<file path="config.mk">
export PLATFORM = sky130hd
export DESIGN_NAME = fetch_unit
export DESIGN_NICKNAME = d
export VERILOG_FILES = /design/src/rtl/fetch_unit.sv
export SDC_FILE = /design/constraint.sdc
export NUM_CORES = 1
export LEC_CHECK = 0
export CAP_MARGIN = 20
export CORE_ASPECT_RATIO = 1.2
export CORE_UTILIZATION = 42
export CTS_CLUSTER_SIZE = 8
export DETAILED_ROUTE_END_ITERATION = 12
export PLACE_DENSITY_LB_ADDON = 0.05
export SYNTH_ARGS = -nofsm -noshare
export SYNTH_HDL_FRONTEND = slang
export SYNTH_SLANG_ARGS = --single-unit
</file>
<file path="constraint.sdc">
create_clock -name clk -period 2 [get_ports clk]
set_input_delay 0.5 -clock clk [delete_from_list [all_inputs] [get_ports clk]]
set_output_delay 0.5 -clock clk [all_outputs]
set_load 0.05 [all_outputs]
</file>
<file path="src/rtl/fetch_unit.sv">
// LEGv8 instruction-fetch stage: owns the PC, addresses the 64-word instruction
// memory and hands each fetched word to decode through a valid/ready IF/ID slot.
module fetch_unit #(
   parameter int          PC_W      = 8,
   parameter logic [7:0]  RESET_PC  = 8'h00,
   parameter logic [31:0] HALT_WORD = 32'h0000_0000
) (
   input  logic            clk,
   input  logic            rst_n,
   input  logic            start,
   input  logic            stall,
   input  logic            redirect,
   input  logic [PC_W-1:0] redirect_pc,
   output logic [5:0]      imem_addr,
   input  logic [31:0]     imem_data,
   output logic [31:0]     id_instr,
   output logic [PC_W-1:0] id_pc,
   output logic            id_valid,
   input  logic            id_ready,
   output logic            halted
);

   // state  | meaning
   // S_IDLE | out of reset, waiting for start (or a redirect); no fetch
   // S_RUN  | fetching one word per cycle whenever the IF/ID slot is free
   // S_HALT | sentinel word seen; PC frozen until redirect or reset
   typedef enum logic [1:0] {
      S_IDLE = 2'd0,
      S_RUN  = 2'd1,
      S_HALT = 2'd2
   } state_t;

   state_t          state, state_nxt;
   logic [PC_W-1:0] pc, pc_nxt;
   logic [31:0]     instr_nxt;
   logic [PC_W-1:0] idpc_nxt;
   logic            valid_nxt;

   logic slot_free;
   logic consumed;
   logic is_halt_word;

   assign imem_addr    = pc[7:2];
   assign halted       = (state == S_HALT);
   assign slot_free    = !id_valid || id_ready;
   assign consumed     = id_valid && id_ready;
   assign is_halt_word = (imem_data == HALT_WORD);

   always_ff @(posedge clk or negedge rst_n) begin
      if (!rst_n) begin
         state    <= S_IDLE;
         pc       <= PC_W'(RESET_PC);
         id_instr <= '0;
         id_pc    <= '0;
         id_valid <= 1'b0;
      end else begin
         state    <= state_nxt;
         pc       <= pc_nxt;
         id_instr <= instr_nxt;
         id_pc    <= idpc_nxt;
         id_valid <= valid_nxt;
      end
   end

   always_comb begin
      state_nxt = state;
      pc_nxt    = pc;
      instr_nxt = id_instr;
      idpc_nxt  = id_pc;
      valid_nxt = id_valid && !consumed;

      if (redirect) begin
         // Flush the wrong-path word; word-align the target.
         pc_nxt    = {redirect_pc[PC_W-1:2], 2'b00};
         valid_nxt = 1'b0;
         state_nxt = S_RUN;
      end else if (!stall) begin
         unique case (state)
            S_IDLE: begin
               if (start) state_nxt = S_RUN;
            end
            S_RUN: begin
               if (slot_free) begin
                  if (is_halt_word) begin
                     // Sentinel is never forwarded; the slot has drained or was empty.
                     state_nxt = S_HALT;
                     valid_nxt = 1'b0;
                  end else begin
                     instr_nxt = imem_data;
                     idpc_nxt  = pc;
                     valid_nxt = 1'b1;
                     pc_nxt    = pc + PC_W'(4);
                  end
               end else begin
                  valid_nxt = id_valid;
               end
            end
            S_HALT: begin
            end
            default: begin
               state_nxt = S_IDLE;
            end
         endcase
      end
   end

endmodule

</file>
Word level (Yosys, flattened, before mapping)

Cells that the tools add are included.
Widths: inputs -> output; s select.

Bits in registers: 51
Bits in latches: 0
Memory bits (writable): 0
ROM bits: 0
Output and inout port bits: 48
Memories: 0

$add $sub $neg: 1
Multiply operators: 0
Divide/modulo/power cells: 0
Magnitude comparators: 0
Equality and inequality tests: 9
Shift operators: 0
Mux-type cells: 16
Bitwise gates (word level): 3
Reductions and logical operators: 12

Operators by type and width:

| operator            | number |
|---|---|
| $mux 8              | 5 |
| $logic_not 32->1    | 1 |
| $mux 2              | 5 |
| $reduce_and 5->1    | 2 |
| $ne 3x3->1 const B  | 3 |
| $add 8x3->8 const B | 1 |
| $pmux 2 s3          | 1 |
| $mux 1              | 5 |
| $ne 2x2->1 const B  | 2 |
| $ne 4x4->1 const B  | 1 |
| $reduce_and 4->1    | 1 |
| $reduce_bool 2->1   | 2 |
| $not 1->1           | 3 |
| $eq 2x1->1 const B  | 1 |
| $eq 2x2->1 const B  | 1 |
| $logic_and 1x1->1   | 2 |
| $logic_not 1->1     | 2 |
| $logic_not 2->1     | 1 |
| $ne 2x1->1 const B  | 1 |
| $logic_or 1x1->1    | 1 |

Depth between registers and ports, before layout

Depth after elaboration: 6
Depth in mapped cells: 6

Least setup slack after synthesis

OpenSTA, ideal clock, no wires.

Path type: input to register
From: input port imem_data[16]
To: register id_instr[10]
Setup time: 0.125 ns
Arrival time: 1.836 ns
Setup slack: 0.039 ns
Stages on the path: 6
Cells stage by stage: nor4_1 > nand4_1 > o211ai_2 > buf_6 > buf_8 > mux2_4

Cells in the longest elaborated chain, start to end: 3

Ends and longest elaborated chain:

| element                    | line | RTL |
|---|---|---|
| start: declaration         | 15   | `input logic [31:0] imem_data,` |
| $logic_not 32->1           | 47   | `assign is_halt_word = (imem_data == HALT_WORD);` |
| $not 1->1 (no line)        | n/a  |  |
| $reduce_and 5->1 (no line) | n/a  |  |
| end signal: assignment     | 59   | `id_instr <= instr_nxt;` |
| end: declaration           | 16   | `output logic [31:0] id_instr,` |

No other way between the ends.
A chain may end at the register's enable or synchronous reset.

Worst setup path in the final report

From: register id_instr[5]
To: output port id_instr[5]

No word-level cell between the ends.

==> flow_metrics.env <==
export IMPL_outcome="finished clean"
export IMPL_routed_via_density=5.155
export IMPL_power_density_nw_per_um2=889.2
export IMPL_critPathBufInv=1
export IMPL_drcViolationCount=0
export IMPL_globalplace_congestion=0.7475
export IMPL_worst_hold_slack_ps=152.9
export IMPL_crit_chain="clkdlybuf4s50_1"
export IMPL_path_class="reg2out"
export IMPL_arrival_ps=1480
export IMPL_cts_tree="yes"
export IMPL_path_clk_slew_ps=80
export IMPL_cts_sinks=47
export IMPL_clk_latency_ps=290
export IMPL_seqPwrFrac=0.385
export IMPL_wl_mm=5.452
export IMPL_die_area_um2=5461
export IMPL_dp_cells=321
export IMPL_mostFrequentLayoutCells="dfrtp_1, buf_4, mux2_4, dlymetal6s2s_1, clkdlybuf4s50_1"
export IMPL_ys_ff_latch=47
export IMPL_overflow=0
export IMPL_drv_cap=0
export IMPL_critPathMaxFanout=2
export IMPL_worst_slew_pin_slew_ps=526.5
export IMPL_power_switching_share=0.3783
export IMPL_relSlewSlack=0.6484
export IMPL_clkPwrFrac=0.199
export IMPL_hpwl_mm=3.712
export IMPL_root_buffer="clkbuf_8"
export IMPL_port_buffers=89
export IMPL_path_depth=1
export IMPL_slowest_delay_ps=810
export IMPL_vias=1727
export IMPL_final_antenna_net_count=0
export IMPL_critPathTopFamily="buffers and inverters"
export IMPL_critPathRequiredTime_ps=1500
export IMPL_dieWidth_um=67.63
export IMPL_syn_area_um2=2171
export IMPL_nets=321
export IMPL_syn_to_final_growth_pct=61.27
export IMPL_core_area_um2=4940
export IMPL_final_hold_viol_count=0
export IMPL_min_path_type="in2async"
export IMPL_ir_drop_uv=449.4
export IMPL_grt_pass1_wl_mm=8.238
export IMPL_grt_pass1_vias=1690
export IMPL_setup_violations=0
export IMPL_finalCriticalPeriod_ps=1978
export IMPL_r2r_cells=6
export IMPL_num_rows=28
export IMPL_cts_buffers=5
export IMPL_end_kind="primary output"
export IMPL_n_fill_cell=365
export IMPL_drive_gt1_frac=0.4109
export IMPL_antenna_found_initial=0
export IMPL_avgRoutedWirePerCell_um=16.27
export IMPL_grt_usage=0.2042
export IMPL_yosysWarnings=0
export IMPL_dieHeight_um=80.76
export IMPL_p_sw_uw=1177
export IMPL_p_int_uw=1935
export IMPL_avgSynthCellArea_um2=13.48
export IMPL_syn_inst=161
export IMPL_grt_max_degree=29
export IMPL_yosysSeqAreaShare=0.5418
export IMPL_io_pins=94
export IMPL_power_total_uw=3113
export IMPL_fmaxAchievable_mhz=505.7
export IMPL_start_util=0.4395
export IMPL_final_cells=335
export IMPL_antenna_cells=0
export IMPL_tns_ps=0
export IMPL_htreeDepth=2
export IMPL_synth_cell_types=30
export IMPL_clk_path_buf_depth=2
export IMPL_drt_iter0_drc=40
export IMPL_skew_ps=7.660
export IMPL_critPathSlowestCell="clkdlybuf4s50_1"
export IMPL_p_comb_frac=0.416
export IMPL_layout_commonest_cell="dfrtp_1"
export IMPL_p_leak_uw=0.001828
export IMPL_seqCellArea_um2=1176
export IMPL_finalMaxSlewViolations=0
export IMPL_multi_input_area_um2=1011
export IMPL_dr_pass1_iters=4
export IMPL_period_share=0.9888
export IMPL_start_kind="flop"
[cell type report]
type	instances	area share
Clock buffer	8	0.02859
Inverter	2	0.002144
Multi-Input combinational cell	103	0.2888
Sequential cell	47	0.3360
Tap cell	60	0.02144
Timing Repair Buffer	115	0.3231
[path summary, 6_finish.rpt]
kind                                     from      endpoint  slack [ps]
worst max-delay path              id_instr[5]   id_instr[5]          20
max in group asynchronous               rst_n  id_instr[29]        1340
worst min-delay path                    rst_n  id_instr[10]         150
worst max register to register       state[1]  id_instr[23]         280
worst min register to register       id_pc[5]      id_pc[5]         510
min in group clk                imem_data[20]  id_instr[20]         460
[cells by family after synthesis]
group	count (synthesis)	synth area share
flip-flops	47	0.5418
multiplexers	38	0.2317
buffers and inverters	12	0.03976
other	1	0.001727
adder cells (fa/ha/maj)	1	0.005763
AO/OA/AOI/OAI	24	0.08934
AND/OR/NAND/NOR	38	0.08992
[per-stage QoR]
step           worst slack, ps    util  cell area [µm²]
3_3_place_gp            -636.3  0.6469             3196
6_report                 22.37  0.7087             3501
2_1_floorplan            39.14       -             2175
3_5_place_dp            -754.1  0.6469             3196
4_1_cts                  1.806  0.6971             3443
5_1_grt                 -37.38  0.7087             3501
[power by group through the flow]
stage	clock [µW]	combinational, µW	sequential (µW)
CTS	641	1290	1200
floorplan	0	257	1750
finish	620	1290	1200
global placement	0	1260	1210
detailed placement	0	1270	1220
global route	682	1350	1220
[routing by layer]
layer	global-route usage	wire length (µm)	share of wire	vias up
met1	0.2715	2377	0.44	837
met4	0.07447	61	0.011	0
met5	0	0	0	-
met3	0.04916	359	0.066	6
li1	-	-	-	817
met2	0.3188	2654	0.49	67
[flip-flops by register name (all words and copies together) (netlist names)]
name	cells
state	2
id_valid	1
pc	6
id_instr	32
id_pc	6
[what timing repair did]
item                       in CTS  in global routing
cloned                          2                  2
setup buffers                   5                  0
pin swaps                      11                  8
hold buffers                    0                  0
setup endpoints to repair      47                 57
resized for setup              63                 55
[synthesized netlist by cell type]
library cell	count	area, µm²
nor3b_1	2	15.01
and2_1	1	6.260
nor4_1	8	50.05
o211ai_1	7	52.55
mux2_2	18	202.7
dfrtp_1	47	1176
o31a_1	1	8.760
o21ai_0	2	10.01
o2111ai_1	5	43.79
nor4b_1	1	8.760
a21oi_1	2	10.01
buf_8	2	30.03
o211a_1	4	40.04
clkbuf_1	4	15.01
nor2_1	6	22.52
inv_1	1	3.750
nand2b_1	1	6.260
buf_6	1	11.26
mux2_4	20	300.3
o21a_1	1	7.510
and3_1	3	18.77
conb_1	1	3.750
ha_1	1	12.51
nor2b_1	1	6.260
clkinv_1	1	3.750
nand2_1	13	48.80
buf_4	3	22.52
o211ai_2	1	12.51
nand4_1	2	12.51
o311ai_0	1	8.760
(Power assumes the default switching activity.)
